<file path="config.mk">
export PLATFORM = sky130hd
export DESIGN_NAME = uart_tx_fifo_drain
export DESIGN_NICKNAME = d
export VERILOG_FILES = /design/src/rtl/uart_pkg.sv /design/src/rtl/uart_baud_tick.sv /design/src/rtl/uart_tx_fifo_drain.sv
export SDC_FILE = /design/constraint.sdc
export NUM_CORES = 1
export LEC_CHECK = 0
export ABC_AREA = 1
export ABC_CLOCK_PERIOD_IN_PS = 1510
export BUFFER_PORTS_ARGS = -buffer_cell sky130_fd_sc_hd__buf_2
export CORE_MARGIN = 2
export CORE_UTILIZATION = 48
export CTS_CLUSTER_SIZE = 20
export DETAILED_ROUTE_END_ITERATION = 10
export GPL_ROUTABILITY_DRIVEN = 1
export MAX_ROUTING_LAYER = met4
export PLACE_DENSITY_LB_ADDON = 0.1
export SLEW_MARGIN = 10
export SYNTH_ARGS = -nofsm -noshare
export SYNTH_HDL_FRONTEND = slang
export SYNTH_SLANG_ARGS = --single-unit
</file>
<file path="constraint.sdc">
create_clock -name clk -period 1.51 [get_ports clk]
set_clock_uncertainty 0.1 [all_clocks]
set_input_delay 0 -clock clk [delete_from_list [all_inputs] [get_ports clk]]
set_output_delay 0 -clock clk [all_outputs]
set_load 0.02 [all_outputs]
</file>
<file path="src/rtl/uart_pkg.sv">
// rtl/uart_pkg.sv - shared UART state encodings and constants
// ST_PARITY exists only when UART_TX_PARITY_EN is defined.
package uart_pkg;

    localparam int UART_BYTE_W          = 8;
    localparam int DEFAULT_CLKS_PER_BIT = 434;

    localparam logic [2:0] ST_IDLE   = 3'd0;
    localparam logic [2:0] ST_POP    = 3'd1;
    localparam logic [2:0] ST_LOAD   = 3'd2;
    localparam logic [2:0] ST_START  = 3'd3;
    localparam logic [2:0] ST_DATA   = 3'd4;
    localparam logic [2:0] ST_STOP   = 3'd5;
`ifdef UART_TX_PARITY_EN
    localparam logic [2:0] ST_PARITY = 3'd6;
`endif

endpackage

</file>
<file path="src/rtl/uart_baud_tick.sv">
// rtl/uart_baud_tick.sv - baud counter 0..CLKS_PER_BIT-1 with clear and bit_tick
// Shared between the TX drain and the future RX block.
module uart_baud_tick
    import uart_pkg::*;
#(
    parameter int CLKS_PER_BIT = DEFAULT_CLKS_PER_BIT,
    parameter int CNT_WIDTH    = 16
) (
    input  logic                 clk,
    input  logic                 rst,
    input  logic                 clear,
    output logic [CNT_WIDTH-1:0] count,
    output logic                 bit_tick
);

    localparam logic [CNT_WIDTH-1:0] LAST = CNT_WIDTH'(CLKS_PER_BIT - 1);

    always_ff @(posedge clk) begin
        if (rst || clear) begin
            count <= '0;
        end else if (count == LAST) begin
            count <= '0;
        end else begin
            count <= count + 1'b1;
        end
    end

    assign bit_tick = (count == LAST);

endmodule

</file>
<file path="src/rtl/uart_tx_fifo_drain.sv">
// rtl/uart_tx_fifo_drain.sv - pops TX FIFO words and serialises the low byte as a UART frame
// UART_TX_PARITY_EN inserts a parity bit (even, or odd with PARITY_ODD=1) before the stop bits.
module uart_tx_fifo_drain
    import uart_pkg::*;
#(
    parameter int DATA_WIDTH   = 32,
    parameter int CLKS_PER_BIT = DEFAULT_CLKS_PER_BIT,
    parameter int STOP_BITS    = 1,
    parameter int CNT_WIDTH    = 16
`ifdef UART_TX_PARITY_EN
    ,
    parameter bit PARITY_ODD   = 1'b0
`endif
) (
    input  logic                  clk,
    input  logic                  uart_rst,
    input  logic                  tx_en,
    input  logic                  fifo_empty,
    input  logic [DATA_WIDTH-1:0] fifo_rd_data,
    output logic                  fifo_rd_en,
    output logic                  txd,
    output logic                  tx_busy,
    output logic                  tx_done
);

    localparam logic [2:0]           LAST_BIT  = 3'(UART_BYTE_W - 1);
    localparam logic                 LAST_STOP = 1'(STOP_BITS - 1);
    localparam logic [CNT_WIDTH-1:0] PRE_LAST  = CNT_WIDTH'(CLKS_PER_BIT - 2);

    logic [2:0]             state;
    logic [UART_BYTE_W-1:0] shift_reg;
    logic [2:0]             bit_idx;
    logic [2:0]             bit_nxt;
    logic                   stop_idx;
    logic [CNT_WIDTH-1:0]   baud_cnt;
    logic                   bit_tick;
    logic                   baud_clear;
    logic                   unused_rd_hi;

    assign unused_rd_hi = ^fifo_rd_data[DATA_WIDTH-1:UART_BYTE_W];
    assign bit_nxt      = bit_idx + 3'd1;

    // The counter is held at zero outside the bit-timed states so START begins at count 0.
    assign baud_clear = (state == ST_IDLE) || (state == ST_POP) || (state == ST_LOAD);

    uart_baud_tick #(
        .CLKS_PER_BIT (CLKS_PER_BIT),
        .CNT_WIDTH    (CNT_WIDTH)
    ) u_baud (
        .clk      (clk),
        .rst      (uart_rst),
        .clear    (baud_clear),
        .count    (baud_cnt),
        .bit_tick (bit_tick)
    );

`ifdef UART_TX_PARITY_EN
    logic parity_bit;
    assign parity_bit = (^shift_reg) ^ PARITY_ODD;
`endif

    always_ff @(posedge clk) begin
        if (uart_rst) begin
            state      <= ST_IDLE;
            txd        <= 1'b1;
            fifo_rd_en <= 1'b0;
            tx_busy    <= 1'b0;
            tx_done    <= 1'b0;
            shift_reg  <= '0;
            bit_idx    <= '0;
            stop_idx   <= 1'b0;
        end else begin
            fifo_rd_en <= 1'b0;
            tx_done    <= 1'b0;
            case (state)
                ST_IDLE: begin
                    if (tx_en && !fifo_empty) begin
                        state      <= ST_POP;
                        fifo_rd_en <= 1'b1;
                        tx_busy    <= 1'b1;
                    end
                end
                ST_POP: begin
                    state <= ST_LOAD;
                end
                ST_LOAD: begin
                    shift_reg <= fifo_rd_data[UART_BYTE_W-1:0];
                    state     <= ST_START;
                    txd       <= 1'b0;
                end
                ST_START: begin
                    if (bit_tick) begin
                        state   <= ST_DATA;
                        bit_idx <= '0;
                        txd     <= shift_reg[0];
                    end
                end
                ST_DATA: begin
                    if (bit_tick) begin
                        if (bit_idx == LAST_BIT) begin
`ifdef UART_TX_PARITY_EN
                            state    <= ST_PARITY;
                            txd      <= parity_bit;
`else
                            state    <= ST_STOP;
                            txd      <= 1'b1;
                            stop_idx <= 1'b0;
`endif
                        end else begin
                            bit_idx <= bit_nxt;
                            txd     <= shift_reg[bit_nxt];
                        end
                    end
                end
`ifdef UART_TX_PARITY_EN
                ST_PARITY: begin
                    if (bit_tick) begin
                        state    <= ST_STOP;
                        txd      <= 1'b1;
                        stop_idx <= 1'b0;
                    end
                end
`endif
                ST_STOP: begin
                    // Registered pulse: raised one cycle early so it lands on the final stop cycle.
                    tx_done <= (stop_idx == LAST_STOP) && (baud_cnt == PRE_LAST);
                    if (bit_tick) begin
                        if (stop_idx == LAST_STOP) begin
                            state   <= ST_IDLE;
                            tx_busy <= 1'b0;
                        end else begin
                            stop_idx <= 1'b1;
                        end
                    end
                end
                default: begin
                    state <= ST_IDLE;
                    txd   <= 1'b1;
                end
            endcase
        end
    end

endmodule

</file>
After elaboration in Yosys (flattened, before gate mapping)

Cells that the tools add are included.

Equal/unequal tests: 15
$lt $le $gt $ge: 1
Multiplexer cells: 27
Reductions and logical operators: 19
Bitwise operators: 4
Add/sub/neg operators: 2

Operator list:

| cell                  | number |
|---|---|
| $eq 16x9->1 const B   | 2 |
| $mux 3                | 9 |
| $pmux 3 s6            | 1 |
| $add 16x1->16 const B | 1 |
| $mux 1                | 12 |
| $ne 2x2->1 const B    | 6 |
| $reduce_and 4->1      | 3 |
| $eq 3x3->1 const B    | 3 |
| $eq 3x2->1 const B    | 2 |
| $pmux 3 s2            | 1 |
| $reduce_and 6->1      | 1 |
| $reduce_bool 2->1     | 3 |
| $reduce_or 2->1       | 3 |
| $lt 3x4->1 const B    | 1 |
| $not 1->1             | 4 |
| $pmux 1 s2            | 2 |
| $pmux 1 s4            | 1 |
| $add 3x1->3 const B   | 1 |
| $bmux 1 s3            | 1 |
| $eq 3x1->1 const B    | 1 |
| $logic_not 3->1       | 1 |
| $logic_or 1x1->1      | 3 |
| $reduce_and 3->1      | 1 |
| $reduce_or 3->1       | 1 |
| other kinds (3)       | 4 |

Flip-flop bits (word level): 35
Output and inout port bits: 4

Logic depth before layout (Yosys ltp)

Depth after elaboration: 6
Mapped depth: 10
Mapped depth without buffers: 10

Modules after synthesis

A second synthesis with hierarchy kept.

Cell total of the unflattened synthesis: 274
Area total of the unflattened synthesis: 1824.2 um2

By module, submodules not included:

| module             | times used | area each (um2) | cells each |
|---|---|---|---|
| uart_tx_fifo_drain | 1          | 970.9           | 151 |
| uart_baud_tick     | 1          | 853.3           | 123 |

Worst setup path before layout

Ideal clock, no wire load.

Path kind: reg-to-reg
Start point: register bit_idx[0]
End point: register txd
Required time: 1.295 ns
Clock period less this slack: 1.487 ns
Arrival time: 1.272 ns
Cell stages (with the launch flop): 11
Slack: 0.023 ns
Setup time: 0.115 ns
Cell sequence: dfxtp_1 ha_1 ha_1 inv_1 nand3_1 nand3_1 nand3_1 nand2_1 nand2_1 nand2_1 nand2_1

Longest elaborated chain between the ends: 6

Ends and longest elaborated chain:

| what                         | RTL line                  | RTL |
|---|---|---|
| start, declared              | uart_tx_fifo_drain.sv:32  | `logic [2:0] bit_idx;` |
| start signal, assigned       | uart_tx_fifo_drain.sv:110 | `bit_idx <= bit_nxt;` |
| $add 3x1->3                  | uart_tx_fifo_drain.sv:41  | `assign bit_nxt = bit_idx + 3'd1;` |
| $bmux 1 s3                   | uart_tx_fifo_drain.sv:111 | `txd <= shift_reg[bit_nxt];` |
| $mux 1 (not written as such) | uart_tx_fifo_drain.sv:111 |  |
| $mux 1 (*)                   | uart_tx_fifo_drain.sv:100 | `if (bit_idx == LAST_BIT) begin` |
| $mux 1 (*)                   | uart_tx_fifo_drain.sv:99  | `if (bit_tick) begin` |
| $pmux 1 s4 (*)               | uart_tx_fifo_drain.sv:75  | `case (state)` |
| end signal, assigned         | uart_tx_fifo_drain.sv:95  | `txd <= shift_reg[0];` |
| end signal, assigned         | uart_tx_fifo_drain.sv:111 |  |
| end, declared                | uart_tx_fifo_drain.sv:21  | `output logic txd,` |

Mark *: on every way between the ends. The rest lies on a longest branch, timed or not. The select of a mux whose other input is x is not followed.
A chain may end at the register's enable or synchronous reset.

Final worst setup path

Start point: register state[1]
End point: register fifo_rd_en

Longest elaborated chain between the ends: 3

Ends and longest elaborated chain:

| what                             | RTL line                 | RTL |
|---|---|---|
| start, declared                  | uart_tx_fifo_drain.sv:30 | `logic [2:0] state;` |
| start signal, assigned           | uart_tx_fifo_drain.sv:64 | `state <= ST_IDLE;` |
| start signal, assigned           | uart_tx_fifo_drain.sv:78 | `state <= ST_POP;` |
| start signal, assigned           | uart_tx_fifo_drain.sv:84 | `state <= ST_LOAD;` |
| $logic_not 3->1                  | uart_tx_fifo_drain.sv:75 |  |
| $not 1->1 (no source line)       | --                       |  |
| $reduce_or 2->1 (no source line) | --                       |  |
| end signal, assigned             | uart_tx_fifo_drain.sv:66 | `fifo_rd_en <= 1'b0;` |
| end signal, assigned             | uart_tx_fifo_drain.sv:73 | `fifo_rd_en <= 1'b0;` |
| end signal, assigned             | uart_tx_fifo_drain.sv:79 | `fifo_rd_en <= 1'b1;` |
| end, declared                    | uart_tx_fifo_drain.sv:20 | `output logic fifo_rd_en,` |

No other way between the ends.

==> results.json <==
{
  "crit_fanout": 5,
  "vdd_ir_drop_max_uv": 667,
  "worstReg2RegEnd": "fifo_rd_en$_SDFF_PP0_",
  "combPwrFrac_pct": 35.1,
  "r2r_cells": 4,
  "ff2ff_setup_slack_ns": 0.05,
  "ys_seq_area_share_pct": 38.9,
  "syn_to_final_growth_pct": 35.1,
  "synth_fp_nets": 297,
  "postLayoutSetupSlackWorst_ns": 0.0504,
  "p_per_area_nw_per_um2": 1080,
  "drc": 0,
  "cts_buffers": 5,
  "cts_max_level": 2,
  "drv_cap": 0,
  "final-hold-violation-count": 0,
  "ant_nets": 0,
  "syn_area_um2": 1750,
  "p_leak_nw": 1.02,
  "min_to": "tx_busy$_SDFFE_PP0P_",
  "clk_pin_slew_ns": 0.10,
  "clock_path_buffers": 2,
  "die_area_um2": 4150,
  "clock.fmax_mhz": 685,
  "min_period_ns": 1.46,
  "nets": 350,
  "gr-total-overflow": 0,
  "start_util_pct": 51.2,
  "p_switching_uw": 932,
  "boundaryPins": 40,
  "root_buffer": "clkbuf_4",
  "antenna_found_initial": 0,
  "drive_gt1_share_pct": 30.0,
  "first_global_vias": 1613,
  "p_int_mw": 1.62,
  "rows": 21,
  "drt_wl_total_mm": 3.86,
  "tritoncts": "yes",
  "fin_crit_sh_pct": 96.7,
  "grt_max_degree": 13,
  "grt_usage_pct": 21.1,
  "dpl.hpwl_mm": 2.70,
  "vias_per_cell": 4.83,
  "firstDrtPassIters": 4,
  "synthDistinctLibCells": 31,
  "die_x_um": 64.4,
  "cp_data_required_time_ns": 1.69,
  "arrival_ns": 1.64,
  "rsz0062_at_grt": "true",
  "post-place-ws_ns": -0.0226,
  "wl_per_cell_um": 10.9,
  "grt_pass1_wl_mm": 6.68,
  "hold_depth": 7,
  "worstSetupEndpointType": "register",
  "swShare_pct": 36.5,
  "synth.yosys.warnings": 0,
  "io_buffers": 15,
  "min_from": "tx_en",
  "setup.worst_path.class": "reg -> reg",
  "status": "finished, final reports clean",
  "synth-seq-cells": 34,
  "syn_avg_cell_area_um2": 6.84,
  "coreArea_um2": 3420,
  "fillers": 312,
  "clkPwrFrac_pct": 20.7,
  "cts_num_sinks": 34,
  "syn-instance-count": 256,
  "sequentialPowerShare_pct": 44.3,
  "drt_iter0_drc": 116,
  "slew-limit-headroom_pct": 82.5,
  "worst_skew_pair.late_latency_ns": 0.34,
  "largest_reg_flops": 16,
  "holdWs_ns": 0.0413,
  "place_congestion": 0.869,
  "vias": 1720,
  "setup_violations": 0,
  "rr_startpoint": "state[1]$_SDFFE_PP0P_",
  "die_y_um": 64.4,
  "antennaDiodeCount": 0,
  "critPathLaunchType": "register",
  "worst_slew_pin_slew_ns": 0.260,
  "min_path_type": "in -> reg",
  "maxSlewViolCount": 0
}
==> stage by stage <==
stage,total power [mW],util (%),instances,instance area [um^2],setup TNS (ns)
5_1_grt,2.77,69.2,356,2360,-0.0894
4_1_cts,2.49,65.0,353,2220,0
6_report,2.56,69.2,356,2360,0
3_5_place_dp,1.93,59.4,334,2030,-0.0741
2_1_floorplan,1.70,-,256,1750,0
3_3_place_gp,1.92,59.4,334,2030,0
==> power by group through the flow <==
| stage | combinational (mW) | clock, mW | sequential [mW] |
|---|---|---|---|
| floorplan | 0.548 | 0 | 1.15 |
| global placement | 0.788 | 0 | 1.13 |
| detailed placement | 0.800 | 0 | 1.13 |
| CTS | 0.834 | 0.545 | 1.11 |
| global route | 1.03 | 0.589 | 1.15 |
| finish | 0.896 | 0.528 | 1.13 |
==> cell usage in the layout, fill, tap and decap left out, types with 3 or more instances in the layout <==
cell	n
buf_4	22
nor2_1	46
o21ai_1	6
clkbuf_4	5
nand3_1	15
o21ai_0	11
nor3_1	6
nand2_1	42
buf_2	15
nand2_4	4
nor2_4	5
xor2_1	5
ha_1	3
inv_2	7
nand4_1	3
inv_1	30
dfxtp_2	12
nand3_2	6
dfxtp_1	21
a21oi_1	8
dlygate4sd3_1	11
==> cell type report <==
| type | instances | area, um^2 | area share, % |
|---|---|---|---|
| timing repair buffer | 49 | 370 | 15.7 |
| multi-input combinational | 180 | 1030 | 43.5 |
| tap | 46 | 57.6 | 2.43 |
| sequential | 34 | 699 | 29.6 |
| clock inverter | 1 | 5.00 | 0.212 |
| inverter | 39 | 149 | 6.30 |
| clock buffer | 7 | 55.1 | 2.33 |
==> critical path, stage by stage (launching register included) <==
cell and delay [ns]:
dfxtp_2 0.38, nor2_4 0.15, nand3_1 0.12, dlygate4sd3_1 0.58, nor2_1 0.08
==> cell usage after synthesis <==
| library cell | number | area share [%] |
|---|---|---|
| nor2_1 | 49 | 11 |
| nand2_1 | 44 | 9.4 |
| dfxtp_1 | 34 | 39 |
| inv_1 | 32 | 6.9 |
| nand3_1 | 21 | 6.0 |
| o21ai_0 | 14 | 4.0 |
| a21oi_1 | 8 | 2.3 |
| inv_2 | 6 | 1.3 |
| nor3_1 | 6 | 1.7 |
| ha_1 | 5 | 3.6 |
| xor2_1 | 5 | 2.5 |
| nand2_2 | 3 | 1.1 |
| nand4_1 | 3 | 1.1 |
| nor2_2 | 3 | 1.1 |
| o21ai_1 | 3 | 0.86 |
| a31oi_1 | 2 | 0.71 |
| nor4_1 | 2 | 0.71 |
| o22ai_1 | 2 | 0.71 |
| xnor2_1 | 2 | 1.0 |
| a21oi_2 | 1 | 0.50 |
| and3_1 | 1 | 0.36 |
| buf_2 | 1 | 0.29 |
| buf_4 | 1 | 0.43 |
| clkbuf_1 | 1 | 0.21 |
| clkinv_1 | 1 | 0.21 |
| nand2_4 | 1 | 0.64 |
| nand3b_1 | 1 | 0.43 |
| nor2_4 | 1 | 0.64 |
| nor3_2 | 1 | 0.57 |
| nor3_4 | 1 | 0.93 |
| o21ai_2 | 1 | 0.50 |
==> repair_timing <==
action	4_1_cts	5_1_grt
hold endpoints to repair	14	0
setup endpoints to repair	18	23
gates resized for setup	5	39
pin swaps	1	17
gates cloned	0	0
hold buffers	11	0
setup buffers	0	3
==> routing by layer <==
metal  GRT usage, %  share of wire [%]  vias to the layer above
met5              -                  0                        -
met4           6.38                1.1                        0
met3           4.23                3.8                        5
met2           37.6                 52                       30
met1           23.6                 43                      771
li1               -                  -                      914
==> how the worst max path moves through the flow <==
stage               slack [ns]                        from  cells after the start                     endpoint
detailed placement       -0.02     bit_idx[0]$_SDFFE_PP0P_                     10             txd$_SDFFE_PP1P_
global placement         0.004  u_baud.count[1]$_SDFF_PP0_                      8  u_baud.count[11]$_SDFF_PP0_
global route             -0.03  u_baud.count[6]$_SDFF_PP0_                      9      bit_idx[2]$_SDFFE_PP0P_
finish                    0.05       state[1]$_SDFFE_PP0P_                      4        fifo_rd_en$_SDFF_PP0_
floorplan                 0.02     bit_idx[0]$_SDFFE_PP0P_                     10             txd$_SDFFE_PP1P_
CTS                      0.002  u_baud.count[1]$_SDFF_PP0_                      8  u_baud.count[11]$_SDFF_PP0_
==> cell families after synthesis <==
family / share of synthesized area (%)
DFF: 38.9
adders and majority gates: 3.57
xor gates and xnor gates: 3.50
AOI/OAI and AO/OA: 9.58
and+or+nand+nor: 35.2
buffers and inverters: 9.29
No activity file was read; power rests on OpenSTA's default activity.
